--- src/rtl/s2p_rx_ctrl.sv ---
// s2p_rx_ctrl: receive sequencer that drives the chat-link S2P shift register and holds each received byte.
// Define RX_PARITY_EN to add an even-parity bit between the data and stop bits (adds parityErr).
module s2p_rx_ctrl #(
  parameter int OVERSAMPLE = 16,
  parameter int CNT_W      = 5
) (
  input  logic       srClock,
  input  logic       rst,
  input  logic       serialIn,
  output logic       shiftEn,
  output logic       shiftBit,
  input  logic [7:0] s2pData,
  output logic [7:0] rxData,
  output logic       rxValid,
  input  logic       rxReady,
  input  logic       clrErr,
  output logic       frameErr,
  output logic       overrun,
  output logic       busy
`ifdef RX_PARITY_EN
  ,
  output logic       parityErr
`endif
);

  localparam logic [2:0] IDLE      = 3'd0;
  localparam logic [2:0] START     = 3'd1;
  localparam logic [2:0] DATA      = 3'd2;
  localparam logic [2:0] STOP      = 3'd3;
  localparam logic [2:0] WAIT_HIGH = 3'd4;
`ifdef RX_PARITY_EN
  localparam logic [2:0] PARITY    = 3'd5;
`endif

  localparam logic [CNT_W-1:0] HALF_CNT = CNT_W'(OVERSAMPLE / 2 - 1);
  localparam logic [CNT_W-1:0] FULL_CNT = CNT_W'(OVERSAMPLE - 1);

  logic             syncMeta;
  logic             syncIn;
  logic             syncPrev;
  logic [2:0]       state;
  logic [2:0]       stateNext;
  logic [CNT_W-1:0] cnt;
  logic [CNT_W-1:0] cntNext;
  logic [2:0]       bitCnt;

  logic startEdge;
  logic halfDone;
  logic fullDone;
  logic startSample;
  logic dataSample;
  logic stopSample;
  logic goodStop;
  logic badStop;
  logic consume;
  logic dropByte;
  logic capture;

  // Idle-high synchronizer so reset never looks like a start edge.
  always_ff @(posedge srClock or negedge rst) begin
    if (!rst) begin
      syncMeta <= 1'b1;
      syncIn   <= 1'b1;
      syncPrev <= 1'b1;
    end else begin
      syncMeta <= serialIn;
      syncIn   <= syncMeta;
      syncPrev <= syncIn;
    end
  end

  assign startEdge   = syncPrev & ~syncIn;
  assign halfDone    = (cnt == HALF_CNT);
  assign fullDone    = (cnt == FULL_CNT);
  assign startSample = (state == START) & halfDone;
  assign dataSample  = (state == DATA) & fullDone;
  assign stopSample  = (state == STOP) & fullDone;
  assign goodStop    = stopSample & syncIn;
  assign badStop     = stopSample & ~syncIn;
  assign consume     = rxValid & rxReady;
  assign dropByte    = goodStop & rxValid & ~rxReady;
  assign capture     = goodStop & ~dropByte;

  // Strobe is combinational so the S2P shifts on the same edge the bit is sampled.
  assign shiftEn  = dataSample;
  assign shiftBit = dataSample & syncIn;
  assign busy     = (state != IDLE);

  always_comb begin
    stateNext = state;
    cntNext   = cnt + CNT_W'(1);
    case (state)
      IDLE: begin
        cntNext = '0;
        if (startEdge) stateNext = START;
      end
      START: begin
        if (halfDone) begin
          cntNext   = '0;
          stateNext = syncIn ? IDLE : DATA;
        end
      end
      DATA: begin
        if (fullDone) begin
          cntNext = '0;
          if (bitCnt == 3'd7) begin
`ifdef RX_PARITY_EN
            stateNext = PARITY;
`else
            stateNext = STOP;
`endif
          end
        end
      end
`ifdef RX_PARITY_EN
      PARITY: begin
        if (fullDone) begin
          cntNext   = '0;
          stateNext = STOP;
        end
      end
`endif
      STOP: begin
        if (fullDone) begin
          cntNext   = '0;
          stateNext = syncIn ? IDLE : WAIT_HIGH;
        end
      end
      WAIT_HIGH: begin
        cntNext = '0;
        if (syncIn) stateNext = IDLE;
      end
      default: begin
        cntNext   = '0;
        stateNext = IDLE;
      end
    endcase
  end

  always_ff @(posedge srClock or negedge rst) begin
    if (!rst) begin
      state <= IDLE;
      cnt   <= '0;
    end else begin
      state <= stateNext;
      cnt   <= cntNext;
    end
  end

  always_ff @(posedge srClock or negedge rst) begin
    if (!rst) begin
      bitCnt <= 3'd0;
    end else if (startSample) begin
      bitCnt <= 3'd0;
    end else if (dataSample) begin
      bitCnt <= bitCnt + 3'd1;
    end
  end

  // A capture in the same cycle as a consume keeps rxValid high with the new byte.
  always_ff @(posedge srClock or negedge rst) begin
    if (!rst) begin
      rxData  <= 8'h00;
      rxValid <= 1'b0;
    end else if (capture) begin
      rxData  <= s2pData;
      rxValid <= 1'b1;
    end else if (consume) begin
      rxValid <= 1'b0;
    end
  end

  always_ff @(posedge srClock or negedge rst) begin
    if (!rst) begin
      frameErr <= 1'b0;
      overrun  <= 1'b0;
    end else begin
      if (badStop) frameErr <= 1'b1;
      else if (clrErr) frameErr <= 1'b0;
      if (dropByte) overrun <= 1'b1;
      else if (clrErr) overrun <= 1'b0;
    end
  end

`ifdef RX_PARITY_EN
  logic paritySample;
  logic parityAcc;
  logic parityBad;

  assign paritySample = (state == PARITY) & fullDone;

  // Running XOR of the data bits; parityBad is held until the stop bit decides the frame.
  always_ff @(posedge srClock or negedge rst) begin
    if (!rst) begin
      parityAcc <= 1'b0;
      parityBad <= 1'b0;
      parityErr <= 1'b0;
    end else begin
      if (startSample) begin
        parityAcc <= 1'b0;
        parityBad <= 1'b0;
      end else if (dataSample) begin
        parityAcc <= parityAcc ^ syncIn;
      end else if (paritySample) begin
        parityBad <= (syncIn != parityAcc);
      end
      if (goodStop & parityBad) parityErr <= 1'b1;
      else if (clrErr) parityErr <= 1'b0;
    end
  end
`endif

endmodule

--- config.mk ---
export PLATFORM = sky130hd
export DESIGN_NAME = s2p_rx_ctrl
export DESIGN_NICKNAME = d
export VERILOG_FILES = /design/src/rtl/s2p_rx_ctrl.sv
export SDC_FILE = /design/constraint.sdc
export NUM_CORES = 1
export LEC_CHECK = 0
export ABC_AREA = 1
export CORE_MARGIN = 5
export CORE_UTILIZATION = 40
export DETAILED_ROUTE_END_ITERATION = 12
export PLACE_DENSITY = 0.77
export REMOVE_ABC_BUFFERS = 1
export SYNTH_ARGS = -nofsm -noshare
export SYNTH_HDL_FRONTEND = slang
export SYNTH_SLANG_ARGS = --single-unit
--- constraint.sdc ---
create_clock -name srClock -period 2 [get_ports srClock]
set_clock_uncertainty 0.15 [all_clocks]
set_input_delay 0.2 -clock srClock [delete_from_list [all_inputs] [get_ports srClock]]
set_output_delay 0.2 -clock srClock [all_outputs]
set_load 0.02 [all_outputs]
==> flow_metrics.py <==
metrics = {
    "run_status": {
        "status": "finished clean",
    },
    "power_and_ir_drop": {
        "total_power_mw": 1.32,
        "clkPwrFrac": 0.181,
        "ir_drop_mv": 0.565,
        "power_density_mw_per_mm2": 831,
        "seq_power_share": 0.452,
        "p_int_mw": 0.821,
        "p_switching_mw": 0.496,
        "power.leakage_nw": 0.794,
        "switching_share": 0.377,
        "p_comb_frac": 0.367,
    },
    "worst_setup_path": {
        "crit_required_ns": 1.65,
        "cp-start-kind": "register",
        "reg2reg_slack_ns": 0.28,
        "worstPathMaxFanout": 5,
        "slowest_stage": "dfrtp_1",
        "crit_arrival_ns": 1.56,
        "crit_chain": "ha_4, nand4_4, nor2_4, buf_4, clkdlybuf4s15_2",
        "critical_path_class": "register to output port",
        "critPathMaxStageDelay_ns": 0.44,
        "endpoint_kind": "output port",
    },
    "sta": {
        "hold_violations": 0,
        "slew_headroom": 0.752,
        "worstMarginPinSlew_ns": 0.372,
        "fin_crit_ns": 1.91,
        "max_freq_mhz": 522,
        "setup_viol": 0,
        "rsz0062_at_grt": "no",
        "fin_tns_setup_ns": 0,
        "finalMaxSlewViolations": 0,
        "hold_ws_ns": 0.0652,
        "finalCritPeriodShare": 0.957,
    },
    "flow_run": {
        "drv_cap": 0,
    },
    "floorplanning": {
        "die_h_um": 64.6,
        "die_w_um": 64.6,
        "placeableCoreArea_mm2": 0.00281,
        "start_util": 0.425,
        "die-area_mm2": 0.00417,
        "rows": 19,
        "pin_count": 27,
    },
    "cts": {
        "h-tree-depth": 1,
        "clockBufferDepth": 2,
        "cts_tree": "yes",
        "root_buffer": "clkbuf_4",
        "insertion_delay_ns": 0.33,
        "clkSlewWorstSetupHoldPaths_ns": 0.15,
        "numCtsBuffers": 3,
        "cts.sinks": 25,
    },
    "global_routing": {
        "grt_use_met2": 0.251,
        "grt_pass1_wl_mm": 4.51,
        "grt.overflow.total": 0,
        "antenna_found_initial": 0,
        "grt_use_met3": 0.0380,
        "track_usage": 0.136,
        "grt_pass1_vias": 1073,
        "grt_max_degree": 26,
        "grt.busiest_layer": "met2",
        "use_met1": 0.149,
    },
    "cells_and_area": {
        "multiInputGateArea_um2": 515,
        "num-fill-cells": 275,
        "n_antenna_cell": 0,
        "final_util": 0.565,
        "syn_to_final_growth_pct": 33.1,
        "drive_above_1_share": 0.136,
        "seq_area_um2": 629,
        "nets": 195,
    },
    "placement": {
        "port_buffers": 26,
        "place_hpwl_mm": 1.96,
        "finalWeightedCongestion": 0.764,
    },
    "detailed_routing": {
        "vias": 1016,
        "drt_iter0_markers": 40,
        "ant_nets": 0,
        "via_per_inst": 4.88,
        "wl_per_cell_um": 12.4,
        "first_pass_iters": 4,
        "drt_wl_total_mm": 2.58,
        "route.detailed.drc": 0,
    },
    "logic_synthesis": {
        "yosysWarningCount": 0,
        "yosysTopAreaCell": "dfrtp_1",
        "synth.area.mux_share": 0,
        "yosys.area_share.simple": 0.336,
        "synth_top_area_frac": 0.462,
        "synth_area_leaders": "dfrtp_1 46%, nand2_1 15%, dfstp_2 6.6%",
        "synth_edf_count": 0,
        "synth.most_common_cell": "nand2_1",
        "synth_top_family_by_area": "simple AND/OR/NAND/NOR gates",
        "ys_seq_elements": 25,
        "syn_inst": 140,
        "seq_area_frac_synth": 0.528,
        "synthArstFlopShare": 1.00,
        "ys_top_cells_by_count": "47 x nand2_1, 22 x dfrtp_1, 16 x inv_1, 16 x nor2_1, 14 x nand3_1",
        "synthAdderAreaFrac": 0.0420,
        "synth_xor_area_frac": 0.00735,
        "synthFlopType": "dfrtp_1",
        "synth_compound_area_frac": 0.0326,
        "syn_area_mm2": 0.00119,
        "synth_area_per_cell_um2": 8.51,
        "ys_types": 20,
    },
    "worst_hold_path": {
        "min_path_type": "primary input to asynchronous set/reset pin",
    },
}
[cell type report]
cell class,count,area share
flip-flops and latches,25,0.397
multi-input cells,98,0.325
repair buffers,33,0.194
inverters,17,0.0403
well taps,31,0.0245
clock buffers,3,0.0142
clock inverters,1,0.00474
[power by group through the flow]
| stage | registers (mW) | logic [mW] | clock network (mW) |
|---|---|---|---|
| final | 0.595 | 0.484 | 0.238 |
| after global routing | 0.601 | 0.546 | 0.263 |
| after CTS | 0.588 | 0.449 | 0.241 |
| after detailed placement | 0.597 | 0.454 | 0 |
| after global placement | 0.593 | 0.438 | 0 |
| after floorplan | 0.605 | 0.290 | 0 |
[placed cells by master, fill, tap and decap left out, drive strengths merged]
cell,count
nand2,48
clkdlybuf4s50,23
dfrtp,22
nor2,18
inv,17
nand3,15
buf,8
o21ai,4
ha,4
clkbuf,3
dfstp,3
nor3,3
a21oi,2
xor2,1
nand4,1
o32ai,1
nor3b,1
clkinvlp,1
dlygate4sd2,1
clkdlybuf4s15,1
[per-layer routing]
| metal | vias to the layer above | routed length, µm |
|---|---|---|
| met4 | 0 | 34 |
| met1 | 468 | 1080 |
| met3 | 5 | 186 |
| li1 | 517 | - |
| met5 | - | 0 |
| met2 | 26 | 1280 |
[cell families after synthesis]
group	after synthesis
simple gates	86
flops	25
buf+inv	17
compound gates	7
fa+ha+maj	4
xor+xnor	1
[critical path, delay by kind of cell, from the launching register on]
kind                     cells  cell delay (ns)
buffers and inverters        2             0.38
AND/OR/NAND/NOR              2             0.24
flip-flops                   1             0.44
adder cells (fa/ha/maj)      1             0.18
[path summary, 6_finish.rpt]
kind	from	to	cells after the start
setup / recovery	cnt[0]	shiftEn	5
hold / removal	rst	state[1]	2
setup reg to reg	cnt[0]	rxData[0]	7
hold reg to reg	syncMeta	syncIn	0
max in group asynchronous	rst	syncPrev	2
min in group srClock	serialIn	syncMeta	1
[through the flow]
stage                     worst slack [ns]  cell area, µm²  cells
after CTS                           0.0105            1570    207
after global routing               0.00981            1590    208
after floorplan                      0.269            1190    140
final                               0.0859            1590    208
after global placement              0.0736            1540    203
after detailed placement            0.0356            1540    203
[what timing repair did]
action	CTS	global route
cloned	0	0
setup buffers	0	1
hold buffers	0	0
endpoints found under the setup margin	3	2
gates resized for setup	8	3
[registers in the layout (all words and copies together) (netlist names)]
register,cells
rxData,8
cnt,5
bitCnt,3
state,3
frameErr,1
overrun,1
rxValid,1
syncIn,1
syncMeta,1
syncPrev,1
Power figures use the tool's default switching activity.
